`src/rtl/csel_pkg.sv`:
```
// Shared configuration for the pipelined carry-select adder.
// Holds the default WIDTH/BLOCK, the group-count helper and the
// configuration legality check used at elaboration.
package csel_pkg;

    localparam int CSEL_WIDTH = 16;
    localparam int CSEL_BLOCK = 4;

    // Number of carry-select groups, which is also the pipeline depth.
    function automatic int csel_nblk(input int width, input int block);
        return width / block;
    endfunction

    // WIDTH must be a positive multiple of BLOCK and at least one group wide.
    function automatic bit csel_cfg_ok(input int width, input int block);
        return (block > 0) && (width >= block) && ((width % block) == 0);
    endfunction

endpackage

```
`src/rtl/csel_block.sv`:
```
// Purpose : one BLOCK-bit carry-select group (two ripple sums, carry picks one).
// Latency : combinational.
// Backpressure: none; pure logic.
// Ports   : SUM_O/C_O group sum and carry out; A_I/B_I group operands; C_I carry in.
module csel_block
    import csel_pkg::*;
#(
    parameter int BLOCK = CSEL_BLOCK
) (
    output logic [BLOCK-1:0] SUM_O,
    output logic             C_O,
    input  logic [BLOCK-1:0] A_I,
    input  logic [BLOCK-1:0] B_I,
    input  logic             C_I
);

    logic [BLOCK-1:0] sum0;
    logic [BLOCK-1:0] sum1;
    logic [BLOCK:0]   cy0;
    logic [BLOCK:0]   cy1;

    // Both ripple chains are computed up front so the late-arriving carry
    // only drives the final mux.
    always_comb begin
        sum0   = '0;
        sum1   = '0;
        cy0    = '0;
        cy1    = '0;
        cy1[0] = 1'b1;
        for (int i = 0; i < BLOCK; i++) begin
            sum0[i]   = A_I[i] ^ B_I[i] ^ cy0[i];
            cy0[i+1]  = (A_I[i] & B_I[i]) | (cy0[i] & (A_I[i] ^ B_I[i]));
            sum1[i]   = A_I[i] ^ B_I[i] ^ cy1[i];
            cy1[i+1]  = (A_I[i] & B_I[i]) | (cy1[i] & (A_I[i] ^ B_I[i]));
        end
    end

    assign SUM_O = C_I ? sum1 : sum0;
    assign C_O   = C_I ? cy1[BLOCK] : cy0[BLOCK];

endmodule

```
`src/rtl/csel_adder_pipe.sv`:
```
// Purpose : pipelined carry-select adder, SUM = A+B+C_IN, one group resolved per stage.
// Latency : NBLK = WIDTH/BLOCK cycles from input transfer to OUT_VALID; 1 op/cycle.
// Backpressure: whole pipe stalls when OUT_VALID & ~OUT_READY; IN_READY drops the same cycle.
// Ports   : CLK/RST (sync, active high); IN_VALID/IN_READY with A, B, C_IN;
//           OUT_VALID/OUT_READY with SUM, C_OUT, OVF (all driven from final-stage flops).
module csel_adder_pipe
    import csel_pkg::*;
#(
    parameter int WIDTH = CSEL_WIDTH,
    parameter int BLOCK = CSEL_BLOCK
) (
    input  logic             CLK,
    input  logic             RST,
    input  logic             IN_VALID,
    output logic             IN_READY,
    input  logic [WIDTH-1:0] A,
    input  logic [WIDTH-1:0] B,
    input  logic             C_IN,
    output logic             OUT_VALID,
    input  logic             OUT_READY,
    output logic [WIDTH-1:0] SUM,
    output logic             C_OUT,
    output logic             OVF
);

    localparam int NBLK = csel_nblk(WIDTH, BLOCK);

    if (!csel_cfg_ok(WIDTH, BLOCK)) begin : g_cfg_err
        $error("csel_adder_pipe: WIDTH must be a positive multiple of BLOCK");
    end

    // Stage k holds: valid, carry out of group k, sum bits of groups 0..k,
    // and the operands (upper groups still to be added are the ones consumed).
    logic [NBLK-1:0]             vld_q, vld_d;
    logic [NBLK-1:0]             cy_q,  cy_d;
    logic [NBLK-1:0][WIDTH-1:0]  a_q,   a_d;
    logic [NBLK-1:0][WIDTH-1:0]  b_q,   b_d;
    logic [NBLK-1:0][WIDTH-1:0]  sum_q, sum_d;
    logic                        ovf_q, ovf_d;

    logic [NBLK-1:0][BLOCK-1:0]  grp_sum;
    logic [NBLK-1:0]             grp_co;
    logic                        msb_cin;
    logic                        en;

    // One global advance: the pipe moves whenever the output slot is free or draining.
    assign en       = ~vld_q[NBLK-1] | OUT_READY;
    assign IN_READY = en | RST;

    for (genvar k = 0; k < NBLK; k++) begin : g_stage
        logic [BLOCK-1:0] grp_a;
        logic [BLOCK-1:0] grp_b;
        logic             grp_ci;

        if (k == 0) begin : g_first
            assign grp_a  = A[0 +: BLOCK];
            assign grp_b  = B[0 +: BLOCK];
            assign grp_ci = C_IN;
        end else begin : g_rest
            assign grp_a  = a_q[k-1][k*BLOCK +: BLOCK];
            assign grp_b  = b_q[k-1][k*BLOCK +: BLOCK];
            assign grp_ci = cy_q[k-1];
        end

        csel_block #(
            .BLOCK (BLOCK)
        ) u_blk (
            .SUM_O (grp_sum[k]),
            .C_O   (grp_co[k]),
            .A_I   (grp_a),
            .B_I   (grp_b),
            .C_I   (grp_ci)
        );

        // Carry into the MSB recovered from the top group's operand and sum bits.
        if (k == NBLK - 1) begin : g_msb
            assign msb_cin = grp_a[BLOCK-1] ^ grp_b[BLOCK-1] ^ grp_sum[k][BLOCK-1];
        end
    end

    always_comb begin
        vld_d = vld_q;
        cy_d  = cy_q;
        a_d   = a_q;
        b_d   = b_q;
        sum_d = sum_q;
        ovf_d = ovf_q;
        if (en) begin
            ovf_d    = msb_cin ^ grp_co[NBLK-1];
            cy_d     = grp_co;
            vld_d[0] = IN_VALID;
            a_d[0]   = A;
            b_d[0]   = B;
            sum_d[0] = '0;
            for (int k = 1; k < NBLK; k++) begin
                vld_d[k] = vld_q[k-1];
                a_d[k]   = a_q[k-1];
                b_d[k]   = b_q[k-1];
                sum_d[k] = sum_q[k-1];
            end
            for (int k = 0; k < NBLK; k++) begin
                sum_d[k][k*BLOCK +: BLOCK] = grp_sum[k];
            end
        end
    end

    always_ff @(posedge CLK) begin
        if (RST) begin
            vld_q <= '0;
            cy_q  <= '0;
            a_q   <= '0;
            b_q   <= '0;
            sum_q <= '0;
            ovf_q <= 1'b0;
        end else begin
            vld_q <= vld_d;
            cy_q  <= cy_d;
            a_q   <= a_d;
            b_q   <= b_d;
            sum_q <= sum_d;
            ovf_q <= ovf_d;
        end
    end

    // Already-consumed operand groups (and the last stage's copy) have no reader.
    logic unused_opnd;
    assign unused_opnd = ^{a_q, b_q};

    assign OUT_VALID = vld_q[NBLK-1];
    assign SUM       = sum_q[NBLK-1];
    assign C_OUT     = cy_q[NBLK-1];
    assign OVF       = ovf_q;

endmodule

```
`config.mk`:
```
export PLATFORM = sky130hd
export DESIGN_NAME = csel_adder_pipe
export DESIGN_NICKNAME = d
export VERILOG_FILES = /design/src/rtl/csel_pkg.sv /design/src/rtl/csel_block.sv /design/src/rtl/csel_adder_pipe.sv
export SDC_FILE = /design/constraint.sdc
export NUM_CORES = 1
export LEC_CHECK = 0
export CORE_MARGIN = 10
export CORE_UTILIZATION = 51
export CTS_CLUSTER_SIZE = 10
export DETAILED_ROUTE_END_ITERATION = 8
export PLACE_DENSITY = 0.75
export SYNTH_ARGS = -nofsm -noshare
export SYNTH_HDL_FRONTEND = slang
export SYNTH_SLANG_ARGS = --single-unit
```
`constraint.sdc`:
```
create_clock -name CLK -period 5.6 [get_ports CLK]
set_input_delay 1.12 -clock CLK [delete_from_list [all_inputs] [get_ports CLK]]
set_output_delay 1.12 -clock CLK [all_outputs]
set_load 0.1 [all_outputs]
```
* Yosys cells after proc, flatten, opt, wreduce, memory -nomap -nowiden *
Index checks and enable logic that the tools add are counted.

storage, ports and cells
  bits in registers = 145
  output and inout port bits = 20
  logic and storage cells = 138

operators by class
  muxes and demuxes = 8
  bitwise operators = 117

operators with widths
  cell           number
  $xor A1 B1 Y1  42
  $and A1 B1 Y1  40
  $or A1 B1 Y1   30
  $mux W4        4
  $not A1 Y1     5
  $mux W1        4

* Longest topological paths before layout *
Gate-level depths: netlist of run 1.

  word-level depth = 10
  depth in mapped cells = 11

* Modules after synthesis *
From an unflattened synthesis of run 1, not the netlist that was laid out.

second synthesis, totals
  cell total of the unflattened synthesis = 517
  area total of the unflattened synthesis = 4,081.4 um^2

modules (own cells, without submodules)
  module                              times used  cells an instance  area an instance (um^2)  seq. area each (um^2)
  csel_adder_pipe                     1           441                3,490.8                  1,941.9
  csel_block at g_stage[0].u_blk ...  3           19                 148.9                    0.0
  csel_block at g_stage[3].u_blk      1           19                 143.9                    0.0

* Worst setup path after synthesis of run 1 *
OpenSTA, ideal clock, no wires.

  kind = input-to-output
  from = in RST
  to = out IN_READY
  arrival time = 2,259 ps
  data required time = 4,480 ps
  slack = 2,221 ps
  stages on the path = 3
  cells stage by stage = buf_2 > buf_2 > nand2b_1

on the way
  word-level cells in the longest chain between the ends = 1

ends and longest elaborated chain
  item             RTL line               text
  start, declared  csel_adder_pipe.sv:13  input logic RST,
  $or A1 B1 Y1     csel_adder_pipe.sv:48  assign IN_READY = en | RST;
  end, declared    csel_adder_pipe.sv:15  output logic IN_READY,

No other way between the ends.

* Final worst setup path of run 1 *
  from = in OUT_READY
  to = out IN_READY

on the way
  word-level cells in the longest chain between the ends = 2

ends and longest elaborated chain
  item             RTL line               text
  start, declared  csel_adder_pipe.sv:20  input logic OUT_READY,
  $or A1 B1 Y1     csel_adder_pipe.sv:47  assign en = ~vld_q[NBLK-1] | OUT_READY;
  $or A1 B1 Y1     csel_adder_pipe.sv:48

No other way between the ends.

==> impl_metrics.toml, run 1 <==
[sta]
setup_viol = 0
holdWs_ns = 0.452
skew_ns = 0.00638
relSlewSlack = 0.248
max_clock_freq_mhz = 302
period_share = 0.591
worstMarginPinSlew_ns = 1.13
rsz0062_at_grt = "false"
period_minus_slack_ns = 3.31
finalHoldViolations = 0
final.setup.tns_ns = 0
drv_slew = 0

[power_and_ir_drop]
seq_power_share = 0.548
power_leakage_nw = 1.79
sw_frac_of_total = 0.250
internal-power_mw = 1.02
power.share.clock = 0.337
switchingPower_mw = 0.342
peakVddDrop_mv = 0.168
power_density_nw_per_um2 = 295
combPwrFrac = 0.114
finalPower_mw = 1.37

[route]
via_per_inst = 4.85
routed_wl_mm = 7.30
first_pass_iters = 5
wire_per_inst_um = 11.9
remaining_drc_errors = 0
drt_iter0_markers = 132
drt.antenna.violating_nets = 0
vias = 2963

[global_route]
grt_pass1_wl_mm = 12.5
antenna_found_initial = 0
grt.overflow.total = 0
grt_max_degree = 110
grtUsageTotal = 0.129
grt_pass1_vias = 2962

[layout]
nFillCells = 716
drive_above_1_share = 0.0589
syn_to_final_growth_pct = 14.3
multi_input_area_um2 = 1690
nets = 561
final_area_um2 = 4630
diodes = 0
seq_area_um2 = 1940
final_util = 0.599

[synthesis]
synth.most_common_cell = "nand2_1"
async_flop_share = 0
synthCells = 483
synth_edf_count = 0
post_synth_num_cell_types = 18
ys.flop_type = "dfxtp_1"
synth_area_per_cell_um2 = 8.38
synth.top_cell.area_share = 0.480
synth-seq-area-share = 0.480
synth_area_leaders = "dfxtp_1 (48%), nand2_1 (16%), a21oi_1 (11%), fa_1 (5.9%), buf_4 (3.0%)"
synth_top_cell_by_area = "dfxtp_1"
ys_warn_count = 0
ys_ff_latch = 97
syn_nets = 540
synth_top_cells_by_count = "nand2_1 (168), dfxtp_1 (97), a21oi_1 (85), inv_1 (25), nor2_1 (17)"
synth_area_um2 = 4050

[clocking]
cts_sinks = 97
cts_resized = 0
root_buffer = "clkbuf_8"
cts_tree = "done"
clock_latency_ns = 0.36
htree_levels = 3
cts_buffer_depth = 2
post_cts_buffers = 0
hold_buffers = 0
numCtsBuffers = 9
clk_pin_slew_ns = 0.08

[place]
placed_area_um2 = 4420
post-dp-hpwl_mm = 4.78
portBuffers = 56
routabilityCongestion = 0.763

[critical_path]
cp_max_fo = 2
criticalPathCategory = "input pin to primary output"
required_ns = 4.48
crit_path_end_kind = "primary output"
crit_path_start_kind = "input pin"
r2r_start = "a_q[44]"
critical_path.startpoint = "OUT_READY"
cp.arrival_ns = 2.19

[min_path]
worstHoldPathType = "flip-flop to flip-flop"
min_from = "SUM[6]"

[die]
dieHeight_um = 109
die-area_um2 = 11900
core-area_um2 = 7730
die_width_um = 109
core.rowCount = 32
io_pins = 57
start_util = 0.524

[flow_run]
cap_violations = 0

[run_status]
status = "finished, final reports clean"
-- cell usage in the layout, fill, tap and decap left out, types with 2 or more instances in the layout --
cell type,synthesis,layout
ha_1,8,8
a21oi_1,85,85
a211oi_1,4,4
clkbuf_8,0,11
clkdlybuf4s50_1,0,54
inv_1,25,25
nand2_1,168,168
a211oi_2,9,9
dfxtp_1,97,97
o21ai_0,2,2
xnor2_1,5,5
nor2_1,17,17
fa_1,12,12
buf_4,16,4
-- stage by stage --
stage	setup slack, ns	instances
finish	2.29	611
global route	2.26	611
CTS	2.28	611
detailed placement	2.25	595
global placement	2.29	595
floorplan	2.22	483
-- power by group through the flow --
stage          clock, mW  combinational [mW]  sequential, mW
2_1_floorplan          0               0.116           0.762
3_5_place_dp           0               0.157           0.766
5_1_grt            0.497               0.174           0.755
4_1_cts            0.473               0.158           0.750
3_3_place_gp           0               0.154           0.764
6_report           0.461               0.156           0.749
-- path summary, 6_finish.rpt --
check,endpoint,cells past startpoint,slack [ns]
worst min-delay path,SUM[6],2,0.45
worst max register to register,SUM[15],10,3.20
worst min register to register,SUM[6],2,0.45
worst max-delay path,IN_READY,4,2.29
-- layer usage --
| layer | vias to the layer above | GRT usage | wire length (um) |
|---|---|---|---|
| met5 | - | 0 | 0 |
| met4 | 0 | 0.0659 | 180 |
| met3 | 12 | 0.0289 | 266 |
| met2 | 48 | 0.234 | 3650 |
| met1 | 1353 | 0.136 | 3200 |
| li1 | 1550 | - | - |
-- sequential cells by signal (all words and copies together), names as in the netlist --
register  flops
OVF           1
SUM          16
a_q          24
b_q          24
cy_q          4
sum_q        24
vld_q         4
-- worst max-delay path: stages --
cell             delay [ns]
clkdlybuf4s50_1        0.47
and2b_2                0.23
nand2b_1               0.07
buf_4                  0.30
-- logic make-up (layout without fill, tap and decap cells) --
logic type | count (synthesis) | count (layout) | share of synthesized area
buf+inv | 73 | 99 | 0.104
xor+xnor | 5 | 5 | 0.0108
flops | 97 | 97 | 0.480
compound gates | 100 | 100 | 0.143
fa+ha+maj | 20 | 20 | 0.0841
simple gates | 188 | 188 | 0.178
-- final cells by class --
class | instances | share of cell area
clock inverters | 4 | 0.0111
well taps | 102 | 0.0276
inverters | 25 | 0.0203
repair buffers | 58 | 0.123
flip-flops and latches | 97 | 0.420
clock buffers | 12 | 0.0335
multi-input cells | 313 | 0.364
Note: power is estimated with default switching activity, not from simulation.
==> inputs of run 2 (changes only) <==
CORE_UTILIZATION = 49   (was 51)
PLACE_DENSITY = 0.76   (was 0.75)
clock period = 2.7 ns   (was 5.6 ns; I/O delays follow)
==> run 2 against run 1 <==
  * Clock power is 120% higher
  * Combinational power is 110% higher
  * Sequential power is 110% higher
  * Utilization is 2.5 points lower
  * Largest cell class unchanged
==> impl_metrics.toml, run 2 (same netlist as run 1, synthesis figures left out) <==
[global_route]
grt_pass1_wl_mm = 12.9
grt_pass1_vias = 2871
grt.overflow.total = 0
grtUsageTotal = 0.123
antenna_found_initial = 0
grt_max_degree = 98

[critical_path]
worstReg2RegEnd = "SUM[15]"
cp_max_fo = 2
cp_cell_sequence = "clkdlybuf4s50_1 -> inv_1 -> ha_1 -> nand2_1 -> o21ai_0 -> fa_1 -> inv_1 -> fa_1 -> inv_1 -> fa_1 -> a211oi_1"
endpoint = "sum_q[3]"
reg2regPathDepth = 10
cp.arrival_ns = 2.72
cpPeakStageDelay_ns = 0.48
required_ns = 2.97
rrSetupSlack_ns = 0.37
crit_slowest_cell = "clkdlybuf4s50_1"
crit_path_end_kind = "flip-flop"
r2r_start = "a_q[44]"
crit_path_start_kind = "input pin"
criticalPathCategory = "input pin to flip-flop"
critical_path.startpoint = "A[0]"

[min_path]
min_from = "SUM[0]"
min_path_cells = 2
worstHoldPathType = "flip-flop to flip-flop"

[power_and_ir_drop]
internal-power_mw = 2.17
combPwrFrac = 0.112
power.share.clock = 0.352
switchingPower_mw = 0.731
power_leakage_nw = 1.87
finalPower_mw = 2.90
sw_frac_of_total = 0.252
power_density_nw_per_um2 = 622
seq_power_share = 0.536
peakVddDrop_mv = 0.278

[clocking]
cts_sinks = 97
cts_tree = "done"
clock_latency_ns = 0.36
cts_buffer_depth = 2
root_buffer = "clkbuf_8"
htree_levels = 3
post_cts_buffers = 0
clk_pin_slew_ns = 0.09
numCtsBuffers = 9
cts_resized = 0
hold_buffers = 0

[layout]
nets = 565
largestRegisters = "a_q (24), b_q (24), sum_q (24)"
diodes = 0
layout_commonest_cell = "nand2_1"
mostFrequentLayoutCells = "nand2_1 (168), dfxtp_1 (97), a21oi_1 (85)"
syn_to_final_growth_pct = 15.2
drive_above_1_share = 0.103
stdcell_count = 618

[die]
io_pins = 57
core.rowCount = 33
die_width_um = 111
dieHeight_um = 111
start_util = 0.497
core-area_um2 = 8130
die-area_um2 = 12300

[sta]
relSlewSlack = 0.341
worstMarginPinSlew_ns = 0.988
skew_ns = 0.0109
rsz0062_at_grt = "false"
period_minus_slack_ns = 2.46
drv_slew = 0
worst_slack_ns = 0.245
period_share = 0.909
finalHoldViolations = 0
max_clock_freq_mhz = 407
setup_viol = 0

[place]
routabilityCongestion = 0.758
post-dp-hpwl_mm = 5.16
portBuffers = 56
place_ws_ns = -0.151
dp.cells = 602

[route]
remaining_drc_errors = 0
first_pass_iters = 6
vias = 2983
drt_iter0_markers = 108
wire_per_inst_um = 12.1
drt.antenna.violating_nets = 0
routed_wl_mm = 7.48
via_per_inst = 4.83

[run_status]
status = "finished, final reports clean"

[flow_run]
cap_violations = 0
run 2: changes by cell type in the layout (fill, tap and decap cells not counted), moves of 2 or more:
cell,delta
buf_4,+20
buf_12,+3
clkbuf_8,-2
clkinvlp_4,+2
clkdlybuf4s50_1,-19
run 2: how the worst min path moves through the flow:
stage | endpoint | slack [ns]
final | SUM[0] | 0.45
after detailed placement | sum_q[16] | 0.44
after global routing | b_q[13] | 0.48
after global placement | vld_q[1] | 0.44
after floorplan | a_q[7] | 0.43
after CTS | a_q[45] | 0.46
run 2: metal layers:
layer / share of wire / track usage / up-vias
met2: 0.49 / 0.208 / 49
met4: 0.017 / 0.0573 / 0
met3: 0.037 / 0.0292 / 8
met1: 0.46 / 0.144 / 1368
met5: 0 / 0 / -
li1: - / - / 1558
run 2: worst max-delay path, delay by kind of cell:
| kind | cells | cell delay, ns |
|---|---|---|
| simple gates | 1 | 0.06 |
| fa+ha+maj | 4 | 1.16 |
| buf+inv | 4 | 0.67 |
| compound gates | 2 | 0.31 |
run 2: layout make-up:
| cell class | instances | area, um^2 |
|---|---|---|
| Clock buffer | 10 | 128 |
| Clock inverter | 6 | 91.3 |
| Fill cell | 752 | 3470 |
| Inverter | 25 | 93.8 |
| Multi-Input combinational cell | 313 | 1690 |
| Sequential cell | 97 | 1940 |
| Tap cell | 105 | 131 |
| Timing Repair Buffer | 62 | 591 |
run 2: stage by stage:
step	hold WS (ns)	TNS, ns	utilization	area, um^2
3_5_place_dp	0.444	-0.182	0.546	4440
5_1_grt	0.476	0	0.573	4660
2_1_floorplan	0.432	0	-	4050
3_3_place_gp	0.438	-0.0304	0.546	4440
6_report	0.454	0	0.573	4660
4_1_cts	0.456	0	0.573	4660
run 2: power by group through the flow:
stage | registers [mW] | logic [mW] | clock network, mW
floorplan | 1.58 | 0.241 | 0
global placement | 1.58 | 0.320 | 0
detailed placement | 1.59 | 0.327 | 0
CTS | 1.55 | 0.329 | 1.04
global route | 1.57 | 0.361 | 1.10
finish | 1.55 | 0.324 | 1.02
==> RTL edit 1 (settings of run 2) <==
`CSEL_BLOCK`: 4 -> 8.
--- a/src/rtl/csel_pkg.sv
+++ b/src/rtl/csel_pkg.sv
@@ -6,3 +6,3 @@
     localparam int CSEL_WIDTH = 16;
-    localparam int CSEL_BLOCK = 4;
+    localparam int CSEL_BLOCK = 8;
 
Formal check against the unedited RTL: not equivalent (a bounded check fails within 4 cycles, from zero or initial values and one cycle with RST high).
==> RTL edit 1 against run 2 <==
The flow now finishes with violations (setup timing); final area decreased by 40%; setup slack got worse by 1.1 ns; register-to-register slack got worse by 1.3 ns; clock skew decreased by 0.0016 ns; wire length decreased by 44%; sequential cell count decreased by 52; fmax decreased by 32%; clock power decreased by 62%; power decreased by 43%; area after synthesis decreased by 46%.
==> RTL edit 1: results (changes against run 2) <==
[min_path]
holdPathEnd=SUM[10]

[timing]
skew_ns=0.00931  ; -0.00162 ns
setup_violations=8  ; +8
worst_slack_ns=-0.887  ; -1.13 ns

[power_and_ir_drop]
powerComb_uw=513  ; +58%
pwr-share-comb=0.308  ; +0.196
power_switching_uw=585  ; -20%

[setup_path]
max_stage_delay_ns=0.44  ; -0.04 ns
critical_path.endpoint=OVF
worstRegToRegCells=16  ; +6

[synth]
synthCells=251  ; -48%
ys_types=19  ; +1
yosysSeqAreaShare=0.415  ; -0.0652
synth_nets=307  ; -43%
synthTopCellsByCount=nand2_1 (71), dfxtp_1 (45), a21oi_1 (36)

[status]
violations=setup timing
outcome=finished with violations

[drt]
viasPerCell=4.66  ; -3.5%
routedWlPerCell_um=12.3  ; +1.3%

[layout]
layout-drive-gt1-share=0.264  ; +0.160
final_nets=347  ; -39%

[placed_design]
detailedPlace.worstSlack_ns=-1.37  ; -1.22 ns
placed_area_sq_um=2670  ; -40%
gp_congestion=0.757  ; -0.22%

[global_routing]
use_met2=0.206  ; -0.00190
use_met1=0.134  ; -0.0103

[clock_network]
numCtsBuffers=5  ; -4
htreeDepth=2  ; -1

## RTL edit 1: cell count changes after synthesis, moves of 2 or more
cell | before | now
a211oi_2 | 9 | 0
inv_1 | 25 | 21
dfxtp_1 | 97 | 45
nor2_1 | 17 | 12
a211oi_1 | 4 | 9
a21oi_1 | 85 | 36
clkbuf_1 | 8 | 3
buf_4 | 16 | 20
buf_2 | 15 | 2
fa_1 | 12 | 14
xnor2_1 | 5 | 2
ha_1 | 8 | 5
nand2_1 | 168 | 71
buf_6 | 9 | 4
## RTL edit 1: worst reg2reg max path: stages (launching register included)
cell     delay [ns]
dfxtp_2        0.35
ha_4           0.16
nor2_4         0.08
a21oi_2        0.04
fa_2           0.35
fa_2           0.35
fa_2           0.34
fa_2           0.34
inv_2          0.06
fa_2           0.18
inv_2          0.04
fa_2           0.32
inv_2          0.07
fa_1           0.44
xor3_1         0.21
nand2_1        0.06
a21oi_2        0.13
## RTL edit 1: layout make-up
class / count / area [sq um] / share of cell area
clock buffer: 6 / 72.6 / 0.0259
timing repair buffer: 64 / 581 / 0.207
tap: 52 / 65.1 / 0.0232
sequential: 45 / 903 / 0.322
clock inverter: 2 / 10.0 / 0.00357
multi-input combinational: 154 / 1090 / 0.388
inverter: 21 / 83.8 / 0.0299
## RTL edit 1: logic make-up after synthesis
logic type	after synthesis	share of synthesized area
adder cells (fa/ha/maj)	19	0.158
flip-flops	45	0.415
XOR/XNOR	3	0.0190
buffers and inverters	52	0.140
AND/OR/NAND/NOR	86	0.152
AO/OA/AOI/OAI	46	0.116
## RTL edit 1: routing by layer
layer / wire length (um) / share of wire
met4: 39 / 0.0092
met5: 0 / 0
met3: 240 / 0.057
met1: 1720 / 0.41
met2: 2220 / 0.53
==> RTL edit 2 (settings of run 2) <==
Made on the original files. Take the reset off `b_q` and load it in a clocked block of its own.
--- a/src/rtl/csel_adder_pipe.sv
+++ b/src/rtl/csel_adder_pipe.sv
@@ -111,3 +111,2 @@
             a_q   <= '0;
-            b_q   <= '0;
             sum_q <= '0;
@@ -118,3 +117,2 @@
             a_q   <= a_d;
-            b_q   <= b_d;
             sum_q <= sum_d;
@@ -122,2 +120,6 @@
         end
+    end
+
+    always_ff @(posedge CLK) begin
+        b_q <= b_d;
     end
Behaviour: not the same (a bounded check fails within 4 cycles, from zero or initial values and one cycle with RST high).
==> RTL edit 2 against run 2 <==
Final area fell by 2.6%; setup slack barely moved; wire length fell by 8.8%; sequential share of layout area rose by 6.4 points; area after synthesis fell by 3.9%; sequential cell count did not move; power rose by 5.2%; critical path depth did not move; critical endpoint unchanged; largest cell class unchanged.
==> RTL edit 2: results (changes against run 2) <==
[status]
outcome=finished, final reports clean

[drt]
routedWlPerCell_um=12.6  ; +4.0%
finalWirelength_um=6820  ; -8.8%
met3_length_um=365  ; +33%
wl_met2_um=3240  ; -12%
wl_met1_um=3050  ; -10%
drt_iter0_markers=175  ; +62%
via_count=2596  ; -13%
first_pass_iters=4  ; -2

[power_and_ir_drop]
pwr-share-comb=0.127  ; +0.015
ir_drop_uv=320  ; +15%
clockPowerShare=0.337  ; -0.015
p_total_uw=3050  ; +5.2%
power.leakage_uw=0.00184  ; -1.4%
internal_power_uw=2270  ; +4.7%

[global_routing]
grt_max_degree=74  ; -24%
use_met2=0.198  ; -0.0104
gr-usage-met3=0.0324  ; +0.00323
use_met1=0.145  ; +0.00151
grt_pass1_wl_um=11700  ; -9.4%
gr-usage-all-layers=0.122  ; -0.00101

[timing]
worst_slew_pin_slew_ns=0.723  ; -0.265 ns
hold_slack_ns=0.427  ; -0.0273 ns
post-route-period-util=0.909  ; about the same
skew_ns=0.0100  ; -0.000924 ns

[setup_path]
rrSetupSlack_ns=0.34  ; -0.03 ns
slowest_stage=clkdlybuf4s50_1
worstRegToRegCells=10  ; unchanged
timing.rr.start=a_q[44]
arrival_ns=2.72  ; about the same
worstPathMaxFanout=2  ; unchanged

[synth]
synth-edff-count=24  ; +24
yosys.area.top_type_share=0.376  ; -0.104
synthCells=403  ; -17%
synth.top_cells.by_area=dfxtp_1 (38%), edfxtp_1 (19%), nand2_1 (12%)
async_flop_share=0  ; unchanged
yosysSeqAreaShare=0.561  ; +0.0812
synthTopCellsByCount=nand2_1 (120), dfxtp_1 (73), a21oi_1 (61)
ys_types=20  ; +2
synth_nets=460  ; -15%

[placed_design]
placed_area_sq_um=4310  ; -3.0%
detailedPlace.worstSlack_ns=-0.132  ; +0.0182 ns
gp_congestion=0.760  ; +0.17%
dp_hpwl_um=4790  ; -7.1%
placed_cells=526  ; -13%

[min_path]
min_from=b_q[14]
holdPathStages=0  ; -2
holdPathEnd=b_q[30]

[layout]
layout-drive-gt1-share=0.100  ; -0.00331
final_nets=492  ; -13%

[clock_network]
clockRootBuffer=clkbuf_8
clk_latency_ns=0.35
cts_resized=0  ; unchanged

[RTL edit 2: cell types whose count changed after synthesis, moves of 2 or more]
cell / before / now
a211oi_1: 4 / 13
a211oi_2: 9 / 0
a21oi_1: 85 / 61
buf_1: 0 / 2
buf_2: 15 / 10
buf_6: 9 / 5
clkbuf_1: 8 / 5
dfxtp_1: 97 / 73
edfxtp_1: 0 / 24
nand2_1: 168 / 120
[RTL edit 2: cell families after synthesis]
group | after synthesis | share of synthesized area
flip-flops | 97 | 0.561
adder cells (fa/ha/maj) | 20 | 0.0875
AO/OA/AOI/OAI | 76 | 0.106
AND/OR/NAND/NOR | 139 | 0.137
XOR/XNOR | 5 | 0.0113
buffers and inverters | 66 | 0.0965
[RTL edit 2: layout make-up]
cell class / instances / area [sq um]
Fill cell: 682 / 3190
Clock buffer: 12 / 176
Timing Repair Buffer: 61 / 568
Tap cell: 102 / 128
Sequential cell: 97 / 2180
Clock inverter: 4 / 56.3
Inverter: 26 / 100
Multi-Input combinational cell: 240 / 1330
